==> config.mk <==
export PLATFORM = sky130hd
export DESIGN_NAME = branch_resolve_unit
export DESIGN_NICKNAME = d
export VERILOG_FILES = /design/src/rtl/riscv_pkg.sv /design/src/rtl/branch_cond_eval.sv /design/src/rtl/branch_resolve_unit.sv
export SDC_FILE = /design/constraint.sdc
export NUM_CORES = 1
export LEC_CHECK = 0
export CAP_MARGIN = 20
export CORE_ASPECT_RATIO = 1.5
export CORE_MARGIN = 5
export CORE_UTILIZATION = 24
export CTS_BUF_LIST = sky130_fd_sc_hd__clkbuf_8
export CTS_CLUSTER_SIZE = 14
export DETAILED_ROUTE_END_ITERATION = 8
export GPL_ROUTABILITY_DRIVEN = 0
export GPL_TIMING_DRIVEN = 0
export PLACE_DENSITY = 0.44
export SYNTH_ARGS = -nofsm -noshare
export SYNTH_HDL_FRONTEND = slang
export SYNTH_SLANG_ARGS = --single-unit
==> constraint.sdc <==
create_clock -name clk -period 2.4 [get_ports clk]
set_input_delay 0.36 -clock clk [delete_from_list [all_inputs] [get_ports clk]]
set_output_delay 0.36 -clock clk [all_outputs]
set_load 0.01 [all_outputs]
==> src/rtl/riscv_pkg.sv <==
// Shared RV32I definitions used by the EX-stage branch logic: funct3 codes
// and the redirect FSM state encoding.
package riscv_pkg;

  localparam logic [2:0] F3_BEQ  = 3'b000;
  localparam logic [2:0] F3_BNE  = 3'b001;
  localparam logic [2:0] F3_BLT  = 3'b100;
  localparam logic [2:0] F3_BGE  = 3'b101;
  localparam logic [2:0] F3_BLTU = 3'b110;
  localparam logic [2:0] F3_BGEU = 3'b111;

  typedef enum logic {
    BR_IDLE  = 1'b0,
    BR_REDIR = 1'b1
  } br_state_e;

endpackage : riscv_pkg

==> src/rtl/branch_cond_eval.sv <==
// Maps a branch funct3 and the comparator flags to a taken/not-taken condition,
// and selects the comparator's signed/unsigned mode.
module branch_cond_eval
  import riscv_pkg::*;
(
  input  logic [2:0] funct3,
  input  logic       breq_flag,
  input  logic       brlt_flag,
  output logic       cond,
  output logic       brun_en
);

  assign brun_en = funct3[1];

  // GE is always !LT; the comparator's own GE flag is not trustworthy for every case.
  always_comb begin
    // NOTE: default first so every path assigns cond and no latch is inferred.
    cond = 1'b0;
    case (funct3)
      F3_BEQ:           cond = breq_flag;
      F3_BNE:           cond = !breq_flag;
      F3_BLT, F3_BLTU:  cond = brlt_flag;
      F3_BGE, F3_BGEU:  cond = !brlt_flag;
      default:          cond = 1'b0;
    endcase
  end

endmodule : branch_cond_eval

==> src/rtl/branch_resolve_unit.sv <==
// EX-stage branch resolution: computes targets, issues a registered PC redirect
// held across stalls until IF accepts it, flushes IF/ID and ID/EX, counts events.
module branch_resolve_unit
  import riscv_pkg::*;
#(
  parameter int CNT_W = 32
) (
  input  logic             clk,
  input  logic             rst_n,
  input  logic             ex_valid,
  input  logic             ex_branch,
  input  logic             ex_jal,
  input  logic             ex_jalr,
  input  logic [2:0]       ex_funct3,
  input  logic [31:0]      ex_pc,
  input  logic [31:0]      ex_imm,
  input  logic [31:0]      ex_rs1,
  input  logic             breq_flag,
  input  logic             brlt_flag,
  input  logic             bge_flag,
  input  logic             stall,
  output logic             brun_en,
  output logic             redirect_valid,
  output logic [31:0]      redirect_pc,
  output logic             target_misaligned,
  output logic             flush_ifid,
  output logic             flush_idex,
  output logic [CNT_W-1:0] br_count,
  output logic [CNT_W-1:0] redir_count
);

  br_state_e        state_q;
  logic             redirect_valid_q;
  logic [31:0]      redirect_pc_q;
  logic             target_misaligned_q;
  logic [CNT_W-1:0] br_count_q;
  logic [CNT_W-1:0] redir_count_q;

  logic        cond;
  logic        resolve;
  logic        take;
  logic        count_branch;
  logic [31:0] pc_target;
  logic [31:0] jalr_sum;
  logic [31:0] target;
  logic        unused_bge;

  assign unused_bge = bge_flag;

  branch_cond_eval u_cond (
    .funct3    (ex_funct3),
    .breq_flag (breq_flag),
    .brlt_flag (brlt_flag),
    .cond      (cond),
    .brun_en   (brun_en)
  );

  assign pc_target = ex_pc + ex_imm;
  assign jalr_sum  = ex_rs1 + ex_imm;
  assign target    = ex_jalr ? {jalr_sum[31:1], 1'b0} : pc_target;

  // EX is wrong-path while a redirect is pending, so nothing resolves in REDIR.
  assign resolve      = ex_valid && !stall && (state_q == BR_IDLE);
  assign take         = resolve && (ex_jal || ex_jalr || (ex_branch && cond));
  assign count_branch = resolve && ex_branch && !ex_jal && !ex_jalr;

  always_ff @(posedge clk or negedge rst_n) begin
    if (!rst_n) begin
      state_q             <= BR_IDLE;
      redirect_valid_q    <= 1'b0;
      redirect_pc_q       <= '0;
      target_misaligned_q <= 1'b0;
      br_count_q          <= '0;
      redir_count_q       <= '0;
    end else begin
      // NOTE: non-blocking assignments so every register samples pre-edge values.
      if (count_branch) br_count_q <= br_count_q + CNT_W'(1);
      case (state_q)
        BR_IDLE: begin
          if (take) begin
            state_q             <= BR_REDIR;
            redirect_valid_q    <= 1'b1;
            redirect_pc_q       <= target;
            target_misaligned_q <= target[1];
          end
        end
        BR_REDIR: begin
          if (!stall) begin
            state_q          <= BR_IDLE;
            redirect_valid_q <= 1'b0;
            redir_count_q    <= redir_count_q + CNT_W'(1);
          end
        end
        default: state_q <= BR_IDLE;
      endcase
    end
  end

  assign redirect_valid    = redirect_valid_q;
  assign flush_ifid        = redirect_valid_q;
  assign flush_idex        = redirect_valid_q;
  assign redirect_pc       = redirect_pc_q;
  assign target_misaligned = target_misaligned_q;
  assign br_count          = br_count_q;
  assign redir_count       = redir_count_q;

endmodule : branch_resolve_unit
; ---- Yosys cells after proc, flatten, opt, wreduce, memory -nomap -nowiden
; Cells that the tools add are included.
[word_totals]
reg_bits = 99
inputBits = 109
[classes]
n_eq_ne = 7
bitwise_logic = 2
n_mux = 8
add_sub_neg = 4
reduce_logical = 20
[op_table]
columns = operator, count
row1 = "32-bit by 1-bit adder with 32-bit output, second input constant", 2
row2 = 32-bit adder, 2
row3 = 32-bit 2-to-1 mux, 1
row4 = "3-bit equality test, second input constant", 4
row5 = 1-bit logical AND, 7
row6 = 2-bit AND reduction, 3
row7 = 1-bit zero test, 5
row8 = 1-bit 2-to-1 mux, 4
row9 = "2-bit != test, second input constant", 2
row10 = 1-bit case mux with 2 select lines, 2
row11 = 1-bit case mux with 4 select lines, 1
row12 = 2-bit OR reduction, 2
row13 = "3-bit by 1-bit equality test with 1-bit output, second input constant", 1
row14 = 3-bit zero test, 1
row15 = 1-bit logical OR, 2
row16 = 1-bit inverter, 2

; ---- Depth between registers and ports, before layout
[logic_depth]
depth_word = 8
ltp_mapped = 11
depth_no_buf = 11

; ---- Hierarchy
; From an unflattened synthesis, not the netlist that was laid out.
[hier_totals]
cells_unflattened = 869
hier_area_um2 = 7731.2
[modules_own_cells]
columns = mod, seq_area_each_um2, cells_per_inst, area_per_inst_um2, n_inst
row1 = branch_resolve_unit, 2452.4, 863, 7687.4, 1
row2 = branch_cond_eval, 0.0, 6, 43.8, 1

; ---- Worst setup path before layout
; Ideal clock, no wire load.
[synth_path]
path_type = input port to flip-flop
start = input port ex_imm[0]
end = register redirect_pc_q[30] (netlist: redirect_pc[30])
cell_stages = 11
arrival_time_ns = 2.725
n_path_buf = 0
slack_ns = -0.451
setup_ns = 0.126
cell_sequence = and2_1 fa_1 a21oi_4 o22ai_2 o41ai_4 a31oi_2 a2111oi_4 o31ai_2 a21oi_2 xnor2_1 a221o_1
[synth_via]
elab_chain_len = 2
word_cells_on_any_way = 3
cone_classes = add/sub: 2 / mux: 1
[synth_lines]
columns = item, line
row1 = from (decl), branch_resolve_unit.sv:16  ; input logic [31:0] ex_imm,
row2 = "32-bit adder, on equally long branches", "branch_resolve_unit.sv:58, branch_resolve_unit.sv:59"
row3 = 32-bit 2-to-1 mux (*), branch_resolve_unit.sv:60  ; assign target = ex_jalr ? {jalr_sum[31:1], 1'b0} : pc_target;
row4 = to (signal assigned), branch_resolve_unit.sv:83  ; redirect_pc_q <= target;
row5 = to (decl), branch_resolve_unit.sv:34  ; logic [31:0] redirect_pc_q;
; Mark *: on every way between the ends. The rest lies on a longest branch, timed or not.
; A chain may end at the register's enable or synchronous reset.

; ---- Final worst setup path
[layout_path]
start = input port ex_rs1[0]
end = register redirect_pc_q[30] (netlist: redirect_pc[30])
[layout_via]
elab_chain_len = 2
[layout_lines]
columns = item, line
row1 = from (decl), branch_resolve_unit.sv:17  ; input logic [31:0] ex_rs1,
row2 = 32-bit adder, branch_resolve_unit.sv:59  ; assign jalr_sum = ex_rs1 + ex_imm;
row3 = 32-bit 2-to-1 mux, branch_resolve_unit.sv:60
; No other way between the ends.

==> results.cfg <==
[status]
status = complete, but fails checks
violations = negative setup slack

[final_layout]
fin_area_sq_um = 11700
layout.cells.non_filler = 1529
antennaDiodeCount = 0
drive_gt1_share_pct = 21.1
synthToLayoutAreaGrowth_pct = 55.7
final_cell_mix = clkdlybuf4s50_1 (156), dfrtp_1 (96), nand2_1 (88), xnor2_1 (74), nor2_1 (65)
layout.nets = 1294
layout_commonest_cell = clkdlybuf4s50_1

[place]
post_dp_cell_area_sq_um = 10300
dp_cells = 1474
io_buffers = 207
dp_hpwl_mm = 22.2

[worst_setup_path]
crit_buf_inv = 2
reg2reg_from = state_q$_DFF_PN0_
worstSetupEndpointType = flop
rrSetupSlack_ns = 0.13
crit_end = redirect_pc[30]$_DFFE_PN0P_
path_delay_family = compound AO/OA/AOI/OAI gates
critPathSlowestCell = fa_2
arrival_ns = 2.92
crit_path_cell_trace = buf_6 -> and2_4 -> fa_2 -> a21oi_4 -> o22ai_4 -> o41ai_4 -> a31oi_4 -> a2111oi_4 -> buf_4 -> o31ai_2 -> a21oi_2 -> xnor2_1 -> a221o_1
cp.depth = 13
cp.required_ns = 2.68
path_max_fanout = 3
crit_path_start_kind = primary input
critical_path.max_stage_delay_ns = 0.36
reg2reg_depth = 8
crit_path_start = ex_rs1[0]
crit_type = primary input to flop
r2r_end = br_count[29]$_DFFE_PN0P_

[flow_run]
drv_cap = 0

[global_routing]
grt_max_degree = 60
grt_pass1_vias = 7665
gr-usage-all-layers_pct = 15.7
globalRouteOverflowTotal = 0
grt_pass1_wl_mm = 43.0
antenna_found_initial = 0

[sta]
maxSlewViolCount = 0
finClkSkew_ns = 0.0115
worst_slew_pin_slew_ns = 0.815
finalSetupViolations = 6
min_period_ns = 2.64
setup_slack_ns = -0.242
rsz0062_at_grt = yes
finalCritPeriodShare_pct = 110
max_freq_ghz = 0.379
timing.slew.headroom_pct = 45.7
hold_viol_final = 0

[logic_synthesis]
synth_seq_cells = 98
ys.flop_type = dfrtp_1
synth-seq-area-share_pct = 32.7
synth_edf_count = 0
synth_area_sq_um = 7490
netlist_instances = 861
synth_top_cell_by_area = dfrtp_1
ys_top_cells_by_area = dfrtp_1 (33%), ha_1 (11%), xnor2_1 (9.1%)
async_flop_share_pct = 100
syn_nets = 1035
synth_top_area_share_pct = 32.7
synth_area_per_cell_sq_um = 8.70
yosysWarnings = 0
yosysUniqueCellTypes = 67

[power_and_ir_drop]
powerDensity_nw_per_um2 = 523
internal-power_mw = 3.94
p_comb_share_pct = 43.7
pwr-share-clk_pct = 21.9
seqPwrFrac_pct = 34.4
leakage_nw = 4.90
vdd_drop_max_mv = 0.242
finalPower_mw = 6.10
power.switching_mw = 2.16
swShare_pct = 35.4

[route]
ant_nets = 0
wirelength_mm = 27.7
drt_pass1_iterations = 4
vias = 7218
via_per_inst = 4.72
drt_iter0_markers = 181
route.detailed.drc = 0
wire_per_inst_microns = 18.1

[cts]
cts_tree = yes
htree_levels = 3
cts.path.max_buffers = 2
hold_buffers = 0
cts_sinks = 98
cts_made_buffers = 9
cts_root_buf = clkbuf_8
cts.clk_slew.worst_paths_ns = 0.10
clkLatencyLatePin_ns = 0.40

[floorplan]
num_rows = 79
start_util_pct = 24.2
die_area_sq_um = 34900
die_h_microns = 226
fp.coreArea_sq_um = 30900
chipWidth_microns = 154
io_pins = 210

[worst_hold_path]
min_path_type = primary input to async pin
-- cells in the mapped netlist, types with 8 or more instances --
cell type	number
o21bai_1	11
a31oi_1	10
nand3_1	32
xor2_1	43
and3_1	15
a211oi_1	8
nand2_1	93
a21oi_1	64
inv_1	18
nor3_1	18
dfrtp_1	98
a21o_1	27
o21ai_1	8
ha_1	63
nand4_1	21
clkbuf_1	23
xnor2_1	78
nor2_1	71
o21ai_0	51
-- logic make-up (layout without fill, tap and decap cells) --
logic type | Yosys count | after routing | synth area share, %
AO/OA/AOI/OAI | 230 | 230 | 20.2
XOR/XNOR | 121 | 121 | 14.1
adder cells (fa/ha/maj) | 65 | 65 | 11.1
buffers and inverters | 51 | 314 | 2.77
flip-flops | 98 | 98 | 32.7
multiplexers | 7 | 7 | 0.985
AND/OR/NAND/NOR | 289 | 289 | 18.1
-- final cells by class --
type / instances / area, sq um
Sequential cell: 98 / 2450
Buffer: 24 / 126
Inverter: 18 / 67.6
Fill cell: 3170 / 19300
Timing Repair Buffer: 257 / 2450
Multi-Input combinational cell: 712 / 5830
Clock buffer: 9 / 124
Clock inverter: 6 / 113
Tap cell: 405 / 507
-- repair_timing --
action,4_1_cts,5_1_grt
pin swaps,60,60
setup buffers,28,21
resized for setup,210,65
endpoints found under the setup margin,45,41
-- state kept, by name, indices dropped and copies added, names as in the netlist --
name / flops
br_count: 32
flush_idex: 1
state_q: 1
redirect_pc: 32
redir_count: 32
-- worst min-delay path by stage --
stage | to | cells past startpoint | startpoint | slack (ns)
finish | br_count[23]$_DFFE_PN0P_ | 1 | rst_n | 0.04
global route | br_count[21]$_DFFE_PN0P_ | 1 | rst_n | 0.1
global placement | br_count[31]$_DFFE_PN0P_ | 1 | br_count[31]$_DFFE_PN0P_ | 0.46
floorplan | br_count[0]$_DFFE_PN0P_ | 0 | rst_n | 0.06
CTS | br_count[22]$_DFFE_PN0P_ | 1 | rst_n | 0.05
detailed placement | br_count[31]$_DFFE_PN0P_ | 1 | br_count[31]$_DFFE_PN0P_ | 0.46
-- layer usage --
layer | share of wire [%] | vias to the layer above | global-route usage [%]
met5 | 0 | - | 0
met4 | 3.7 | 0 | 5.99
met3 | 3.8 | 48 | 2.33
met2 | 55 | 158 | 30.6
met1 | 38 | 3420 | 16.8
li1 | - | 3592 | -
-- power groups by stage --
stage / Clock [mW] / Sequential, mW / Combinational [mW]
after floorplan: 0 / 2.17 / 1.12
after global placement: 0 / 2.13 / 2.35
after detailed placement: 0 / 2.13 / 2.35
after CTS: 1.40 / 2.11 / 2.60
after global routing: 1.44 / 2.13 / 2.91
final: 1.34 / 2.10 / 2.67
-- per-stage QoR --
step / setup WS, ns / hold WS (ns) / TNS (ns) / utilization (%)
finish: -0.242 / 0.0386 / -1.05 / 37.7
global route: -0.365 / 0.0994 / -1.91 / 37.7
CTS: -0.319 / 0.0527 / -1.31 / 36.5
detailed placement: -1.27 / 0.457 / -35.33 / 33.3
global placement: -3.18 / 0.458 / -345.94 / 33.2
floorplan: -0.289 / 0.0644 / -0.738 / -
Note: power is estimated with default switching activity, not from simulation.
